<file path="src/rtl/timer_sched.sv">
// Round-robin programming sequencer for a three-channel timer slave, with
// bus-timeout handling and sticky per-channel interrupts from the timer OUT lines.
module timer_sched #(
    parameter int TO_CYC = 15
) (
    input  logic        CLK_I,
    input  logic        RST_I,
    input  logic [2:0]  REQ_I,
    input  logic [5:0]  REQ_MODE_I,
    input  logic [95:0] REQ_CNT_I,
    output logic [2:0]  GNT_O,
    output logic [2:0]  ERR_O,
    output logic        BUSY_O,
    output logic [3:0]  ADR_O,
    output logic [31:0] DAT_O,
    output logic        WE_O,
    output logic        STB_O,
    input  logic        ACK_I,
    input  logic [2:0]  TOUT_I,
    input  logic [2:0]  IRQ_CLR_I,
    output logic [2:0]  IRQ_O
);
    localparam int CW = $clog2(TO_CYC + 1);

    typedef enum logic [2:0] {IDLE, WR_CTL0, WR_CNT, WR_CTL1, DONE} state_t;

    state_t         state, state_nxt;
    logic [1:0]     ch, rr_ptr, win, win_mode, mode;
    logic           win_vld, write_st, timeout, arb_go;
    logic [2:0]     ch_oh, win_oh, err_q, tout_q, irq, prog_mask;
    logic [31:0]    cnt;
    logic [3:0]     adr_base;
    logic [CW-1:0]  wait_cnt;

    // Search starts at the channel after the last one served.
    always_comb begin
        logic [2:0] idx;
        idx     = '0;
        win     = '0;
        win_vld = 1'b0;
        for (int i = 0; i < 3; i++) begin
            idx = {1'b0, rr_ptr} + 3'(i) + 3'd1;
            if (idx >= 3'd3) idx = idx - 3'd3;
            if (REQ_I[idx[1:0]] && !win_vld) begin
                win     = idx[1:0];
                win_vld = 1'b1;
            end
        end
    end

    assign win_mode = REQ_MODE_I[2*win +: 2];
    assign win_oh   = 3'b001 << win;
    assign ch_oh    = 3'b001 << ch;
    // Arbitration pauses during an ERR pulse: the requester still holds REQ_I that cycle.
    assign arb_go   = (state == IDLE) && win_vld && (err_q == 3'b000);
    assign write_st = (state == WR_CTL0) || (state == WR_CNT) || (state == WR_CTL1);
    assign timeout  = write_st && !ACK_I && (wait_cnt == CW'(TO_CYC - 1));
    assign adr_base = {2'b00, ch} + {1'b0, ch, 1'b0};

    always_comb begin
        state_nxt = state;
        case (state)
            IDLE:    if (arb_go && win_mode != 2'b11) state_nxt = WR_CTL0;
            WR_CTL0: if (ACK_I) state_nxt = WR_CNT;  else if (timeout) state_nxt = IDLE;
            WR_CNT:  if (ACK_I) state_nxt = WR_CTL1; else if (timeout) state_nxt = IDLE;
            WR_CTL1: if (ACK_I) state_nxt = DONE;    else if (timeout) state_nxt = IDLE;
            DONE:    state_nxt = IDLE;
            default: state_nxt = IDLE;
        endcase
    end

    always_comb begin
        ADR_O = '0;
        DAT_O = '0;
        case (state)
            WR_CTL0: ADR_O = adr_base;
            WR_CNT:  begin ADR_O = adr_base + 4'd1; DAT_O = cnt; end
            WR_CTL1: begin ADR_O = adr_base; DAT_O = {29'b0, mode, 1'b1}; end
            default: ;
        endcase
    end

    assign STB_O  = write_st;
    assign WE_O   = write_st;
    assign BUSY_O = (state != IDLE);
    assign GNT_O  = (state == DONE) ? ch_oh : 3'b000;
    assign ERR_O  = err_q;

    always_ff @(posedge CLK_I or posedge RST_I) begin
        if (RST_I) begin
            state    <= IDLE;
            ch       <= 2'd0;
            rr_ptr   <= 2'd2;
            mode     <= 2'd0;
            cnt      <= '0;
            wait_cnt <= '0;
            err_q    <= '0;
        end else begin
            state <= state_nxt;
            err_q <= '0;
            if (arb_go) begin
                ch   <= win;
                mode <= win_mode;
                cnt  <= REQ_CNT_I[32*win +: 32];
                if (win_mode == 2'b11) begin
                    err_q  <= win_oh;
                    rr_ptr <= win;
                end
            end
            if (timeout) begin
                err_q  <= ch_oh;
                rr_ptr <= ch;
            end
            if (state == DONE) rr_ptr <= ch;
            if (state_nxt != state) wait_cnt <= '0;
            else if (write_st)      wait_cnt <= wait_cnt + 1'b1;
        end
    end

    // A channel's own OUT line glitches while it is reprogrammed; ignore those edges.
    assign prog_mask = (state != IDLE) ? ch_oh : 3'b000;

    always_ff @(posedge CLK_I or posedge RST_I) begin
        if (RST_I) begin
            tout_q <= 3'b111;
            irq    <= '0;
        end else begin
            tout_q <= TOUT_I;
            irq    <= (irq & ~IRQ_CLR_I) | (TOUT_I & ~tout_q & ~prog_mask);
        end
    end

    assign IRQ_O = irq;
endmodule

</file>
<file path="config.mk">
export PLATFORM = sky130hd
export DESIGN_NAME = timer_sched
export DESIGN_NICKNAME = d
export VERILOG_FILES = /design/src/rtl/timer_sched.sv
export SDC_FILE = /design/constraint.sdc
export NUM_CORES = 1
export LEC_CHECK = 0
export ABC_CLOCK_PERIOD_IN_PS = 4840
export BUFFER_PORTS_ARGS = -buffer_cell sky130_fd_sc_hd__buf_2
export CAP_MARGIN = 25
export CORE_ASPECT_RATIO = 1.75
export CORE_MARGIN = 2
export CORE_UTILIZATION = 52
export DETAILED_ROUTE_END_ITERATION = 6
export PLACE_DENSITY = 0.83
export SLEW_MARGIN = 25
export SYNTH_ARGS = -nofsm -noshare
export SYNTH_HDL_FRONTEND = slang
export SYNTH_SLANG_ARGS = --single-unit
export TNS_END_PERCENT = 1
</file>
<file path="constraint.sdc">
create_clock -name CLK_I -period 4.84 [get_ports CLK_I]
set_input_delay 0.484 -clock CLK_I [delete_from_list [all_inputs] [get_ports CLK_I]]
set_output_delay 0.484 -clock CLK_I [all_outputs]
set_load 0.01 [all_outputs]
</file>
### Yosys cells after proc, flatten, opt, wreduce, memory -nomap -nowiden

Index checks and enable logic that the tools add are counted.

* reductions and logical operators: 20
* mux-type cells: 34
* shifts and indexed selects: 4
* add/subtract/negate cells: 10
* order comparisons: 6
* bitwise logic cells: 7
* equal/unequal tests: 8

Operator list (count)
* $shiftx A96 B8 Y32: 1
* $pmux W32 S2: 1
* $mux W3: 10
* $mux W2: 10
* $pmux W3 S4: 1
* $and A3 B3 Y3: 3
* $ge A3 B2 Y1 const B: 3
* $lt A2 B3 Y1 const B: 3
* $not A3 Y3: 3
* $reduce_bool A3 Y1: 3
* $add A4 B1 Y4 const B: 2
* $mux W4: 2
* $pmux W4 S2: 1
* $logic_and A1 B1 Y1: 7
* $add A3 B1 Y3 const B: 2
* $bmux W1 S2: 3
* $eq A3 B2 Y1 const B: 2
* $logic_not A3 Y1: 2
* $mux W1: 6
* $shiftx A6 B4 Y2: 1
* $shl A1 B2 Y3 const A: 2
* $sub A2 B2 Y2 const B: 3
* $add A2 B3 Y4: 1
* $eq A4 B4 Y1 const B: 1
* 13 further kinds: 16

* register bits after elaboration: 54
* output and inout bits: 48
* word-level logic and storage cells: 98
* input port bits: 114

### Logic depth before layout (Yosys ltp)

Gate-level depths: netlist (run 1).

* word-level depth: 19
* depth in mapped cells: 10
* mapped depth without buffers: 8

### Worst setup path before layout (run 1)

OpenSTA, ideal clock, no wires.

* kind: reg2reg
* from: register rr_ptr[1]
* to: register cnt[10]
* buffers on the path: 3
* data required time: 4.776 ns
* library setup time: 0.064 ns
* path slack: 2.059 ns
* arrival: 2.718 ns
* period minus slack after synthesis: 2.781 ns
* stages on the path, launching flop included: 11
* path through: dfstp_2 > inv_1 > ha_1 > a21bo_2 > or4_1 > and2_1 > clkbuf_1 > buf_2 > clkbuf_1 > a211oi_2 > a21o_1

* cells in the longest elaborated chain, start to end: 14
* elaborated cells between the ends (all ways): 32
* classes of those cells: add/sub (7); order compare (3); shift (1); mux (15); reduce/logical (6)

RTL lines
* start: declaration: RTL line 28 `logic [1:0] ch, rr_ptr, win, win_mode, mode;`
* start signal: assignment: RTL line 107 `rr_ptr <= win;`
* start signal: assignment: RTL line 112 `rr_ptr <= ch;`
* start signal: assignment: RTL line 114 `if (state == DONE) rr_ptr <= ch;`
* branches (longest 14 deep; another with $add A2 B1 Y3)
* end signal: assignment: RTL line 104 `cnt <= REQ_CNT_I[32*win +: 32];`
* end: declaration: RTL line 31 `logic [31:0] cnt;`

Several ways; the timed one is not identified. The select of a mux whose other input is x is not followed.
A chain may end at the register's enable or synchronous reset.

### Worst setup path in the final report (run 1)

* from: register rr_ptr[0]
* to: register wait_cnt[1]

* cells in the longest elaborated chain, start to end: 19
* elaborated cells between the ends (all ways): 39
* classes of those cells: add/sub (7); order compare (3); eq/ne (2); shift (1); mux (18); reduce/logical (8)

RTL lines
* branches (longest 14 deep; another with $add A2 B1 Y3)
* $logic_and A1 B1 Y1 *: RTL line 63 `IDLE: if (arb_go && win_mode != 2'b11) state_nxt = WR_CTL0;`
* $mux W3 *: RTL line 63
* $pmux W3 S4 *: RTL line 62 `case (state)`
* $ne A3 B3 Y1 *: RTL line 115 `if (state_nxt != state) wait_cnt <= '0;`
* $mux W4 or $reduce_bool A2 Y1 (tied branches)
* end signal: assignment: RTL line 116 `else if (write_st) wait_cnt <= wait_cnt + 1'b1;`
* end: declaration: RTL line 33 `logic [CW-1:0] wait_cnt;`

Mark *: on every way between the ends. The select of a mux whose other input is x is not followed.

==> impl_metrics.xml, run 1 <==
<?xml version="1.0" encoding="UTF-8"?>
<metrics>
  <group name="status">
    <metric name="status" unit="">completed</metric>
  </group>
  <group name="clock_tree">
    <metric name="post_cts_hold_buffer_count" unit="">0</metric>
    <metric name="cts.clk_slew.worst_paths" unit="ps">80</metric>
    <metric name="tritoncts_clock_tree" unit="">built</metric>
    <metric name="cts-buffers-inserted" unit="">5</metric>
    <metric name="clock_tree.root_cell" unit="">sky130_fd_sc_hd__clkbuf_16</metric>
    <metric name="post_cts_resize_count" unit="">0</metric>
    <metric name="number_of_levels_in_the_clock_h_tree" unit="">2</metric>
    <metric name="cts_buffer_depth" unit="">2</metric>
    <metric name="cts_post_setup_buffers_inserted" unit="">0</metric>
    <metric name="clock_insertion_delay_worst_skew" unit="ps">300</metric>
    <metric name="clkSinkCount" unit="">54</metric>
  </group>
  <group name="sta">
    <metric name="setup_tns" unit="ps">0</metric>
    <metric name="max_slew_violation_count" unit="">0</metric>
    <metric name="period_share" unit="">0.6590</metric>
    <metric name="timing.final.setup_violations" unit="">0</metric>
    <metric name="timing.clock.skew" unit="ps">9.469</metric>
    <metric name="fmax" unit="MHz">313.5</metric>
    <metric name="finalHoldViolCount" unit="">0</metric>
    <metric name="worst_slew_margin_rel" unit="">0.4072</metric>
    <metric name="finalWorstPathRequiredPeriod" unit="ps">3190</metric>
    <metric name="worstMarginPinSlew" unit="ps">889.2</metric>
    <metric name="finalHoldWorstSlack" unit="ps">285.3</metric>
    <metric name="setup_repair_after_global_routing_missed_its_margin" unit="">no</metric>
  </group>
  <group name="floorplanning">
    <metric name="initial_utilization" unit="">0.5377</metric>
    <metric name="core_area" unit="mm^2">0.006907</metric>
    <metric name="row_count" unit="">40</metric>
    <metric name="die_w" unit="um">67.88</metric>
    <metric name="vertical_die_dimension" unit="um">115.8</metric>
    <metric name="pin_count" unit="">162</metric>
    <metric name="overall_die_area" unit="mm^2">0.007860</metric>
  </group>
  <group name="logic_synthesis">
    <metric name="synthesis.area" unit="mm^2">0.003714</metric>
    <metric name="post_synth_inst_count" unit="">396</metric>
    <metric name="synthDominantAreaCellType" unit="">sky130_fd_sc_hd__dfrtp_1</metric>
    <metric name="synth.cells.most_frequent" unit="">52 x sky130_fd_sc_hd__nor2_1, 50 x sky130_fd_sc_hd__dfrtp_1, 37 x sky130_fd_sc_hd__mux2i_1, 34 x sky130_fd_sc_hd__a21o_1, 31 x sky130_fd_sc_hd__and2_1</metric>
    <metric name="synth_enable_flop_cells" unit="">0</metric>
    <metric name="synth_top_cells_by_area" unit="">sky130_fd_sc_hd__dfrtp_1 34%, sky130_fd_sc_hd__mux2i_1 10%, sky130_fd_sc_hd__a21o_1 6.9%, sky130_fd_sc_hd__a211oi_2 6.7%, sky130_fd_sc_hd__nor2_1 5.3%</metric>
    <metric name="yosysWarnings" unit="">0</metric>
    <metric name="synth.most_common_cell" unit="">sky130_fd_sc_hd__nor2_1</metric>
    <metric name="synth-seq-area-share" unit="">0.3652</metric>
    <metric name="avgSynthCellArea" unit="um^2">9.378</metric>
    <metric name="synth_top_area_share" unit="">0.3369</metric>
    <metric name="yosysUniqueCellTypes" unit="">49</metric>
    <metric name="synth-async-reset-ratio" unit="">1.000</metric>
    <metric name="postSynthRegisterBits" unit="">54</metric>
    <metric name="synth_top_flop_cell" unit="">sky130_fd_sc_hd__dfrtp_1</metric>
    <metric name="synth_nets" unit="">521</metric>
  </group>
  <group name="worst_setup_path">
    <metric name="critPathRequiredTime" unit="ps">5000</metric>
    <metric name="critical_path.top_delay_family" unit="">simple AND/OR/NAND/NOR gates</metric>
    <metric name="critical_path.startpoint_type" unit="">flip-flop</metric>
    <metric name="critical_path.cell_chain" unit="">inv_1 -&gt; ha_1 -&gt; a21bo_2 -&gt; or4_1 -&gt; and2_2 -&gt; and4b_1 -&gt; o31a_1 -&gt; o22ai_1</metric>
    <metric name="critical_path_slowest_stage_cell" unit="">sky130_fd_sc_hd__or4_1</metric>
    <metric name="timing.critical_path.arrival" unit="ps">3350</metric>
    <metric name="worst_setup_path_end_kind" unit="">flip-flop</metric>
    <metric name="worst_reg_to_reg_path_cell_count" unit="">8</metric>
    <metric name="crit_path_max_incr_delay" unit="ps">530</metric>
    <metric name="timing.critical_path.fanout_max" unit="">30</metric>
    <metric name="setup.reg_to_reg.worst_slack" unit="ps">1650</metric>
    <metric name="path_depth" unit="">8</metric>
    <metric name="critPathKind" unit="">flip-flop to flip-flop</metric>
    <metric name="cp.buffers_inverters" unit="">1</metric>
  </group>
  <group name="grt">
    <metric name="aggregate_global_route_resource_usage" unit="">0.2655</metric>
    <metric name="grt_pass1_vias" unit="">3566</metric>
    <metric name="grt_overflow_total" unit="">0</metric>
    <metric name="pin_count_of_the_biggest_net_entering_global_routing" unit="">77</metric>
    <metric name="grt_pass1_wl" unit="um">15970</metric>
    <metric name="antenna_found_initial" unit="">0</metric>
  </group>
  <group name="route">
    <metric name="route.final.wire_length" unit="um">10050</metric>
    <metric name="wire_length_on_met1" unit="um">3599</metric>
    <metric name="detailroute.via_count" unit="">3507</metric>
    <metric name="via_cell_ratio" unit="">5.620</metric>
    <metric name="drt_first_iter_violations" unit="">181</metric>
    <metric name="routed-wl-met3" unit="um">548</metric>
    <metric name="routed-wl-met2" unit="um">5598</metric>
    <metric name="drc" unit="">0</metric>
    <metric name="dr.pass1.iters" unit="">4</metric>
    <metric name="highest_layer" unit="">met4</metric>
    <metric name="post_drt_wl_per_cell" unit="um">16.10</metric>
    <metric name="ant_nets" unit="">0</metric>
  </group>
  <group name="power">
    <metric name="total_power" unit="mW">2.789</metric>
    <metric name="static-leakage-power" unit="nW">2.662</metric>
    <metric name="worst_ir_drop_vdd" unit="mV">0.3982</metric>
    <metric name="power.density" unit="mW/mm^2">596.1</metric>
  </group>
  <group name="final_layout">
    <metric name="layout-drive-gt1-share" unit="">0.3833</metric>
    <metric name="finish.net_count" unit="">664</metric>
    <metric name="final_non_filler_cell_total" unit="">624</metric>
    <metric name="layout-area-overhead-vs-synth" unit="%">25.98</metric>
    <metric name="final_design_area_no_fill" unit="mm^2">0.004678</metric>
    <metric name="num_antenna_cells" unit="">0</metric>
  </group>
  <group name="worst_hold_path">
    <metric name="worst_hold_path_type" unit="">input pin to flip-flop</metric>
    <metric name="hold_depth" unit="">1</metric>
  </group>
  <group name="placement">
    <metric name="place_inst" unit="">616</metric>
    <metric name="port_buffers" unit="">161</metric>
    <metric name="dp_hpwl" unit="um">7484</metric>
    <metric name="place.gp.congestion" unit="">0.9066</metric>
    <metric name="post_dp_cell_area" unit="mm^2">0.004501</metric>
  </group>
  <group name="run">
    <metric name="max-cap-violations" unit="">0</metric>
  </group>
</metrics>
worst reg2reg max path, delay by kind of cell, from the launching register on:
kind	cells	cell delay (ps)
buffers and inverters	1	140
and+or+nand+nor	3	1380
DFF	1	450
adders and majority gates	1	430
AOI/OAI and AO/OA	3	640
placed cells by master (no fill, tap or decap), types with 2 or more instances in the layout:
cell and instances:
sky130_fd_sc_hd__buf_2 161, sky130_fd_sc_hd__and3_1 4, sky130_fd_sc_hd__o32ai_1 2, sky130_fd_sc_hd__nand3b_1 3, sky130_fd_sc_hd__or3_1 3, sky130_fd_sc_hd__and4b_1 2, sky130_fd_sc_hd__xor2_1 4, sky130_fd_sc_hd__and2_1 30
sky130_fd_sc_hd__nand2_1 20, sky130_fd_sc_hd__ha_1 11, sky130_fd_sc_hd__clkbuf_16 5, sky130_fd_sc_hd__inv_1 12, sky130_fd_sc_hd__o21ai_0 9, sky130_fd_sc_hd__nand4b_1 2, sky130_fd_sc_hd__a22o_1 2, sky130_fd_sc_hd__nor2_1 52
sky130_fd_sc_hd__nor2b_1 2, sky130_fd_sc_hd__or4_1 2, sky130_fd_sc_hd__a211oi_2 20, sky130_fd_sc_hd__mux2i_1 37, sky130_fd_sc_hd__dfrtp_1 50, sky130_fd_sc_hd__nand2b_1 5, sky130_fd_sc_hd__buf_4 4, sky130_fd_sc_hd__nand4_1 3
sky130_fd_sc_hd__mux2_2 3, sky130_fd_sc_hd__a211oi_1 15, sky130_fd_sc_hd__a21oi_1 9, sky130_fd_sc_hd__nand3_1 3, sky130_fd_sc_hd__nor3_1 3, sky130_fd_sc_hd__o22ai_1 3, sky130_fd_sc_hd__dfstp_2 4, sky130_fd_sc_hd__a21o_1 34
power by group:
part | internal [mW] | switching (mW)
Combinational | 0.679 | 0.895
Sequential | 0.644 | 0.135
Clock | 0.261 | 0.175
Total | 1.58 | 1.21
layout make-up:
class | instances | area (um^2)
Timing Repair Buffer | 165 | 835.8
Sequential cell | 54 | 1356
Multi-Input combinational cell | 300 | 2155
Tap cell | 84 | 105.1
Clock inverter | 2 | 38.79
Fill cell | 569 | 2228
Inverter | 13 | 48.80
Clock buffer | 6 | 138.9
through the flow:
step	utilization	worst slack, ps
finish	0.6774	1651
CTS	0.6774	1658
global route	0.6774	1441
floorplan	-	2059
global placement	0.6516	1814
detailed placement	0.6516	1680
per-layer routing:
layer | global-route usage | vias up
met3 | 0.04854 | 25
li1 | - | 1686
met1 | 0.2773 | 1650
met5 | 0 | -
met2 | 0.5007 | 146
met4 | 0.1093 | 0
state kept, by name (all words and copies together) (netlist names):
| register | count |
|---|---|
| IRQ_O | 3 |
| tout_q | 3 |
| mode | 2 |
| wait_cnt | 4 |
| ch | 2 |
| cnt | 32 |
| state | 3 |
| ERR_O | 3 |
| rr_ptr | 2 |
logic make-up (layout without fill, tap and decap cells):
logic type                 Yosys count  count (layout)  synth area share
xor gates and xnor gates             5               5           0.01179
adders and majority gates           11              11           0.03706
and+or+nand+nor                    138             138            0.1900
AOI/OAI and AO/OA                  106             106            0.2318
buffers and inverters               42             186           0.05526
muxes                               40              40            0.1088
DFF                                 54              54            0.3652
path summary, 6_finish.rpt:
path,to,startpoint
max,wait_cnt[1],rr_ptr[0]
min,tout_q[0],TOUT_I[0]
max reg2reg,wait_cnt[1],rr_ptr[0]
min reg2reg,cnt[29],cnt[29]
max in group asynchronous,cnt[28],RST_I
min in group asynchronous,IRQ_O[0],RST_I
Power figures use the tool's default switching activity.
==> run 2, diff against run 1 <==
--- a/config.mk
+++ b/config.mk
@@ -5,14 +5,14 @@
 export SDC_FILE = /design/constraint.sdc
 export NUM_CORES = 1
 export LEC_CHECK = 0
-export ABC_CLOCK_PERIOD_IN_PS = 4840
+export ABC_CLOCK_PERIOD_IN_PS = 2800
 export BUFFER_PORTS_ARGS = -buffer_cell sky130_fd_sc_hd__buf_2
 export CAP_MARGIN = 25
 export CORE_ASPECT_RATIO = 1.75
 export CORE_MARGIN = 2
-export CORE_UTILIZATION = 52
+export CORE_UTILIZATION = 44
 export DETAILED_ROUTE_END_ITERATION = 6
-export PLACE_DENSITY = 0.83
+export PLACE_DENSITY = 0.74
 export SLEW_MARGIN = 25
 export SYNTH_ARGS = -nofsm -noshare
 export SYNTH_HDL_FRONTEND = slang
==> constraint.sdc (replaced) <==
create_clock -name CLK_I -period 2.8 [get_ports CLK_I]
set_input_delay 0.28 -clock CLK_I [delete_from_list [all_inputs] [get_ports CLK_I]]
set_output_delay 0.28 -clock CLK_I [all_outputs]
set_load 0.01 [all_outputs]
==> impl_metrics.xml, run 2 (synthesis gave the netlist of run 1 again) <==
<?xml version="1.0" encoding="UTF-8"?>
<metrics>
  <group name="sta">
    <metric name="setup_repair_after_global_routing_missed_its_margin" unit="">no</metric>
    <metric name="finalHoldViolCount" unit="">0</metric>
    <metric name="max_slew_violation_count" unit="">0</metric>
    <metric name="period_share" unit="">0.9618</metric>
    <metric name="finalWorstPathRequiredPeriod" unit="ps">2693</metric>
    <metric name="timing.final.setup_violations" unit="">0</metric>
    <metric name="setup_slack" unit="ps">106.9</metric>
    <metric name="worst_slew_margin_rel" unit="">0.4552</metric>
    <metric name="worstMarginPinSlew" unit="ps">806.6</metric>
    <metric name="timing.clock.skew" unit="ps">4.093</metric>
    <metric name="fmax" unit="MHz">371.3</metric>
    <metric name="setup_tns" unit="ps">0</metric>
  </group>
  <group name="power">
    <metric name="clockPowerShare" unit="">0.121</metric>
    <metric name="total_power" unit="mW">4.883</metric>
    <metric name="swShare" unit="">0.4274</metric>
    <metric name="power.share.combinational" unit="">0.613</metric>
    <metric name="part_of_the_total_power_dissipated_in_sequential_elements" unit="">0.266</metric>
    <metric name="worst_ir_drop_vdd" unit="mV">0.5433</metric>
    <metric name="internal_power" unit="mW">2.796</metric>
    <metric name="power.switching" unit="mW">2.087</metric>
    <metric name="static-leakage-power" unit="nW">2.722</metric>
    <metric name="power.density" unit="mW/mm^2">1017</metric>
  </group>
  <group name="final_layout">
    <metric name="registers.top_by_ff_count" unit="">cnt</metric>
    <metric name="final_design_area_no_fill" unit="mm^2">0.004801</metric>
    <metric name="finish.net_count" unit="">677</metric>
    <metric name="layout-drive-gt1-share" unit="">0.4014</metric>
    <metric name="layout_commonest_cell" unit="">sky130_fd_sc_hd__buf_2</metric>
    <metric name="final_cell_mix" unit="">161 x sky130_fd_sc_hd__buf_2, 52 x sky130_fd_sc_hd__nor2_1, 49 x sky130_fd_sc_hd__dfrtp_1</metric>
    <metric name="num_antenna_cells" unit="">0</metric>
    <metric name="largest_registers" unit="">cnt x32, wait_cnt x4</metric>
    <metric name="largest_reg_flops" unit="">32</metric>
    <metric name="layout-area-overhead-vs-synth" unit="%">29.28</metric>
  </group>
  <group name="floorplanning">
    <metric name="die_w" unit="um">73.45</metric>
    <metric name="vertical_die_dimension" unit="um">125.5</metric>
    <metric name="core_area" unit="mm^2">0.008258</metric>
    <metric name="overall_die_area" unit="mm^2">0.009220</metric>
    <metric name="pin_count" unit="">162</metric>
    <metric name="initial_utilization" unit="">0.4497</metric>
    <metric name="row_count" unit="">44</metric>
  </group>
  <group name="clock_tree">
    <metric name="cts_buffer_depth" unit="">2</metric>
    <metric name="cts.clk_slew.worst_paths" unit="ps">60</metric>
    <metric name="clock_tree.root_cell" unit="">sky130_fd_sc_hd__clkbuf_16</metric>
    <metric name="tritoncts_clock_tree" unit="">built</metric>
    <metric name="clkSinkCount" unit="">54</metric>
    <metric name="clock_insertion_delay_worst_skew" unit="ps">290</metric>
    <metric name="number_of_levels_in_the_clock_h_tree" unit="">2</metric>
    <metric name="cts-buffers-inserted" unit="">5</metric>
  </group>
  <group name="grt">
    <metric name="antenna_found_initial" unit="">0</metric>
    <metric name="grt_overflow_total" unit="">0</metric>
    <metric name="grt_pass1_wl" unit="um">16300</metric>
    <metric name="pin_count_of_the_biggest_net_entering_global_routing" unit="">55</metric>
    <metric name="grt_pass1_vias" unit="">3620</metric>
    <metric name="aggregate_global_route_resource_usage" unit="">0.2194</metric>
  </group>
  <group name="placement">
    <metric name="post_dp_cell_area" unit="mm^2">0.004631</metric>
    <metric name="dp_hpwl" unit="um">7592</metric>
    <metric name="port_buffers" unit="">161</metric>
    <metric name="place.gp.congestion" unit="">0.9469</metric>
    <metric name="worst_slack_placed" unit="ps">78.11</metric>
  </group>
  <group name="worst_setup_path">
    <metric name="critPathRequiredTime" unit="ps">2950</metric>
    <metric name="critPathKind" unit="">flip-flop to flip-flop</metric>
    <metric name="crit_path_max_incr_delay" unit="ps">550</metric>
    <metric name="critical_path.startpoint_type" unit="">flip-flop</metric>
    <metric name="timing.critical_path.arrival" unit="ps">2840</metric>
    <metric name="critical_path.cell_chain" unit="">inv_1 -&gt; ha_1 -&gt; a21bo_2 -&gt; or4_4 -&gt; and2_2 -&gt; and4b_2 -&gt; o31a_1 -&gt; o22ai_1</metric>
    <metric name="worst_setup_path_end_kind" unit="">flip-flop</metric>
    <metric name="timing.critical_path.fanout_max" unit="">5</metric>
    <metric name="critical_path_slowest_stage_cell" unit="">sky130_fd_sc_hd__dfstp_2</metric>
  </group>
  <group name="status">
    <metric name="status" unit="">completed</metric>
  </group>
  <group name="route">
    <metric name="ant_nets" unit="">0</metric>
    <metric name="dr.pass1.iters" unit="">4</metric>
    <metric name="via_cell_ratio" unit="">5.456</metric>
    <metric name="post_drt_wl_per_cell" unit="um">15.18</metric>
    <metric name="route.final.wire_length" unit="um">9788</metric>
    <metric name="detailroute.via_count" unit="">3519</metric>
    <metric name="drt_first_iter_violations" unit="">123</metric>
    <metric name="drc" unit="">0</metric>
  </group>
  <group name="worst_hold_path">
    <metric name="worst_hold_path_type" unit="">input pin to flip-flop</metric>
  </group>
  <group name="run">
    <metric name="max-cap-violations" unit="">0</metric>
  </group>
</metrics>
==> run 2: area by class of cell <==
type / instances / area [um^2]
Tap cell: 92 / 115.1
Multi-Input combinational cell: 300 / 2172
Clock buffer: 8 / 136.4
Inverter: 13 / 48.80
Sequential cell: 54 / 1358
Timing Repair Buffer: 178 / 970.9
Fill cell: 711 / 3457
==> run 2: final timing paths <==
path                            from           to  slack (ps)  depth (start not counted)
max reg2reg                rr_ptr[1]  wait_cnt[0]         110                          8
max                        rr_ptr[1]  wait_cnt[0]         110                          8
min in group asynchronous      RST_I     IRQ_O[2]         160                          3
min reg2reg                  cnt[17]      cnt[17]         470                          1
max in group asynchronous      RST_I    rr_ptr[0]        2130                          3
min                        TOUT_I[0]    tout_q[0]         100                          1
==> run 2: routing by layer <==
| layer | up-vias | GRT usage | routed length, um |
|---|---|---|---|
| met5 | - | 0 | 0 |
| met3 | 19 | 0.03304 | 494 |
| met1 | 1657 | 0.2373 | 3564 |
| met2 | 124 | 0.4160 | 5534 |
| met4 | 0 | 0.06952 | 194 |
| li1 | 1719 | - | - |
==> run 2: per-stage QoR <==
| stage | util | hold WS (ps) | instances |
|---|---|---|---|
| after floorplan | - | 284.5 | 396 |
| after global placement | 0.5608 | 398.1 | 635 |
| after detailed placement | 0.5608 | 399.3 | 635 |
| after CTS | 0.5773 | 94.53 | 643 |
| after global routing | 0.5814 | 91.30 | 645 |
| final | 0.5814 | 98.32 | 645 |
==> run 2: critical path: cells and delay by family, from the launching register on <==
| kind | cells | cell delay, ps |
|---|---|---|
| AND/OR/NAND/NOR | 3 | 1040 |
| adder cells (fa/ha/maj) | 1 | 300 |
| flip-flops | 1 | 550 |
| AO/OA/AOI/OAI | 3 | 610 |
| buffers and inverters | 1 | 60 |
==> run 2: power by group through the flow <==
stage	Combinational (mW)	Sequential, mW	Clock [mW]
detailed placement	2.99	1.31	0
CTS	3.00	1.30	0.605
finish	3.00	1.30	0.590
global placement	2.91	1.29	0
global route	3.31	1.34	0.636
floorplan	2.20	1.25	0
==> run 2: timing repair <==
action / in CTS / in global routing
hold buffers: 0 / 0
resized for setup: 0 / 5
endpoints found under the setup margin: 0 / 33
buffers inserted: 0 / 2
endpoints found under the hold margin: 0 / 0
==> run 3, diff against run 2 <==
--- a/config.mk
+++ b/config.mk
@@ -9,10 +9,11 @@
 export BUFFER_PORTS_ARGS = -buffer_cell sky130_fd_sc_hd__buf_2
 export CAP_MARGIN = 25
 export CORE_ASPECT_RATIO = 1.75
-export CORE_MARGIN = 2
-export CORE_UTILIZATION = 44
+export CORE_MARGIN = 3
+export CORE_UTILIZATION = 45
+export CTS_BUF_LIST = sky130_fd_sc_hd__clkbuf_4 sky130_fd_sc_hd__clkbuf_8
 export DETAILED_ROUTE_END_ITERATION = 6
-export PLACE_DENSITY = 0.74
+export PLACE_DENSITY = 0.75
 export SLEW_MARGIN = 25
 export SYNTH_ARGS = -nofsm -noshare
 export SYNTH_HDL_FRONTEND = slang
==> impl_metrics.xml, run 3 (synthesis gave the netlist of run 1 again) <==
<?xml version="1.0" encoding="UTF-8"?>
<metrics>
  <group name="sta">
    <metric name="finalWorstPathRequiredPeriod" unit="ps">2660</metric>
    <metric name="max_slew_violation_count" unit="">0</metric>
    <metric name="fmax" unit="MHz">376.0</metric>
    <metric name="timing.clock.skew" unit="ps">4.370</metric>
    <metric name="setup_tns" unit="ps">0</metric>
    <metric name="worst_slew_margin_rel" unit="">0.4404</metric>
    <metric name="setup_repair_after_global_routing_missed_its_margin" unit="">no</metric>
    <metric name="finalHoldViolCount" unit="">0</metric>
    <metric name="timing.final.setup_violations" unit="">0</metric>
    <metric name="period_share" unit="">0.9499</metric>
    <metric name="worstMarginPinSlew" unit="ps">828.6</metric>
  </group>
  <group name="grt">
    <metric name="aggregate_global_route_resource_usage" unit="">0.2194</metric>
    <metric name="antenna_found_initial" unit="">0</metric>
    <metric name="grt_pass1_wl" unit="um">16220</metric>
    <metric name="grt_overflow_total" unit="">0</metric>
    <metric name="pin_count_of_the_biggest_net_entering_global_routing" unit="">49</metric>
    <metric name="grt_pass1_vias" unit="">3617</metric>
  </group>
  <group name="route">
    <metric name="via_cell_ratio" unit="">5.472</metric>
    <metric name="post_drt_wl_per_cell" unit="um">15.34</metric>
    <metric name="wire_length_on_met1" unit="um">3615</metric>
    <metric name="routed-wl-met3" unit="um">501</metric>
    <metric name="drt_first_iter_violations" unit="">147</metric>
    <metric name="drc" unit="">0</metric>
    <metric name="detailroute.via_count" unit="">3502</metric>
    <metric name="dr.pass1.iters" unit="">4</metric>
    <metric name="route.final.wire_length" unit="um">9820</metric>
    <metric name="ant_nets" unit="">0</metric>
    <metric name="highest_layer" unit="">met4</metric>
    <metric name="routed-wl-met2" unit="um">5402</metric>
  </group>
  <group name="floorplanning">
    <metric name="row_count" unit="">43</metric>
    <metric name="vertical_die_dimension" unit="um">126.2</metric>
    <metric name="pin_count" unit="">162</metric>
    <metric name="initial_utilization" unit="">0.4664</metric>
    <metric name="overall_die_area" unit="mm^2">0.009421</metric>
    <metric name="core_area" unit="mm^2">0.007963</metric>
    <metric name="die_w" unit="um">74.67</metric>
  </group>
  <group name="final_layout">
    <metric name="num_antenna_cells" unit="">0</metric>
    <metric name="registers.top_by_ff_count" unit="">cnt</metric>
    <metric name="final_core_utilization" unit="">0.5929</metric>
    <metric name="nFillCells" unit="">720</metric>
    <metric name="finish.net_count" unit="">674</metric>
    <metric name="layout-area-overhead-vs-synth" unit="%">27.12</metric>
    <metric name="largest_reg_flops" unit="">32</metric>
    <metric name="final-seq-area" unit="mm^2">0.001356</metric>
    <metric name="final_cell_mix" unit="">161 x sky130_fd_sc_hd__buf_2, 52 x sky130_fd_sc_hd__nor2_1, 50 x sky130_fd_sc_hd__dfrtp_1</metric>
    <metric name="layout_commonest_cell" unit="">sky130_fd_sc_hd__buf_2</metric>
    <metric name="layout-drive-gt1-share" unit="">0.3982</metric>
    <metric name="area_of_the_multi_input_gates" unit="mm^2">0.002167</metric>
    <metric name="largest_registers" unit="">cnt x32, wait_cnt x4</metric>
  </group>
  <group name="clock_tree">
    <metric name="cts_buffer_depth" unit="">2</metric>
    <metric name="tritoncts_clock_tree" unit="">built</metric>
    <metric name="clkSinkCount" unit="">54</metric>
    <metric name="number_of_levels_in_the_clock_h_tree" unit="">2</metric>
    <metric name="post_cts_hold_buffer_count" unit="">0</metric>
    <metric name="clock_insertion_delay_worst_skew" unit="ps">310</metric>
    <metric name="cts-buffers-inserted" unit="">5</metric>
    <metric name="cts.clk_slew.worst_paths" unit="ps">100</metric>
    <metric name="clock_tree.root_cell" unit="">sky130_fd_sc_hd__clkbuf_8</metric>
  </group>
  <group name="run">
    <metric name="max-cap-violations" unit="">0</metric>
  </group>
  <group name="worst_setup_path">
    <metric name="setup.reg_to_reg.worst_slack" unit="ps">140</metric>
    <metric name="critPathKind" unit="">flip-flop to flip-flop</metric>
    <metric name="timing.critical_path.arrival" unit="ps">2890</metric>
    <metric name="critical_path.cell_chain" unit="">inv_1 -&gt; ha_1 -&gt; a21bo_2 -&gt; or4_4 -&gt; nand4_1 -&gt; mux2i_1 -&gt; o31a_1 -&gt; o22ai_1</metric>
    <metric name="crit_path_max_incr_delay" unit="ps">580</metric>
    <metric name="worst_setup_path_end_kind" unit="">flip-flop</metric>
    <metric name="critical_path_slowest_stage_cell" unit="">sky130_fd_sc_hd__dfstp_2</metric>
    <metric name="critPathRequiredTime" unit="ps">3030</metric>
    <metric name="critical_path.startpoint_type" unit="">flip-flop</metric>
    <metric name="timing.critical_path.fanout_max" unit="">5</metric>
  </group>
  <group name="placement">
    <metric name="dp_hpwl" unit="um">7759</metric>
    <metric name="port_buffers" unit="">161</metric>
    <metric name="place.gp.congestion" unit="">0.8585</metric>
  </group>
  <group name="power">
    <metric name="power.share.combinational" unit="">0.630</metric>
    <metric name="part_of_the_total_power_dissipated_in_sequential_elements" unit="">0.275</metric>
    <metric name="internal_power" unit="mW">2.596</metric>
    <metric name="clockPowerShare" unit="">0.095</metric>
    <metric name="power.switching" unit="mW">2.063</metric>
    <metric name="static-leakage-power" unit="nW">2.692</metric>
    <metric name="worst_ir_drop_vdd" unit="mV">0.5159</metric>
    <metric name="swShare" unit="">0.4428</metric>
    <metric name="power.density" unit="mW/mm^2">987.0</metric>
  </group>
  <group name="worst_hold_path">
    <metric name="worst_hold_path_type" unit="">input pin to asynchronous set/reset pin</metric>
  </group>
  <group name="status">
    <metric name="status" unit="">completed</metric>
  </group>
</metrics>
[run 3: cell count changes in the layout (fill, tap and decap cells not counted), moves of 2 or more]
cell and delta:
sky130_fd_sc_hd__clkinv_2 +2, sky130_fd_sc_hd__clkbuf_1 -3, sky130_fd_sc_hd__clkbuf_8 +5, sky130_fd_sc_hd__clkbuf_16 -5
sky130_fd_sc_hd__buf_4 -3
[run 3: final cells by class]
cell class / count / area share
inverter: 13 / 0.01034
clock buffer: 5 / 0.01458
clock inverter: 3 / 0.003976
multi-input combinational: 300 / 0.4591
timing repair buffer: 175 / 0.2009
sequential: 54 / 0.2873
tap: 90 / 0.02385
[run 3: final timing paths]
kind	start	end	cells past startpoint
setup / recovery	rr_ptr[1]	wait_cnt[0]	8
hold / removal	RST_I	IRQ_O[2]	2
setup reg to reg	rr_ptr[1]	wait_cnt[0]	8
hold reg to reg	cnt[27]	cnt[27]	1
max in group asynchronous	RST_I	rr_ptr[1]	3
min in group CLK_I	TOUT_I[2]	tout_q[2]	1
[run 3: what timing repair did]
action / CTS / global route
endpoints found under the setup margin: 0 / 4
setup buffers: 0 / 0
endpoints found under the hold margin: 0 / 0
gates resized for setup: 0 / 3
[run 3: stage by stage]
| step | cells | hold WS (ps) | power, mW | area, um^2 | setup slack (ps) |
|---|---|---|---|---|---|
| 5_1_grt | 640 | 32.96 | 5.070 | 4721 | 12.27 |
| 3_3_place_gp | 632 | 354.3 | 4.143 | 4621 | 187.0 |
| 4_1_cts | 640 | 20.77 | 4.697 | 4708 | 79.05 |
| 3_5_place_dp | 632 | 370.0 | 4.241 | 4621 | 102.3 |
| 2_1_floorplan | 396 | 284.5 | 3.458 | 3714 | 18.51 |
| 6_report | 640 | 3.723 | 4.659 | 4721 | 140.2 |
[run 3: routing by layer]
layer  vias up  GRT usage
met3        20    0.03035
met5         -          0
li1       1703          -
met1      1654     0.2357
met4         0    0.09015
met2       125     0.4090
[run 3: critical path, delay by kind of cell (launching register included)]
family	cells	cell delay, ps
AO/OA/AOI/OAI	3	810
AND/OR/NAND/NOR	2	660
flip-flops	1	580
adder cells (fa/ha/maj)	1	290
multiplexers	1	170
buffers and inverters	1	70
[run 3: power groups by stage]
stage	Sequential (mW)	Clock [mW]	Combinational, mW
global placement	1.28	0	2.86
global route	1.33	0.488	3.25
floorplan	1.25	0	2.20
CTS	1.28	0.460	2.95
finish	1.28	0.443	2.93
detailed placement	1.30	0	2.95
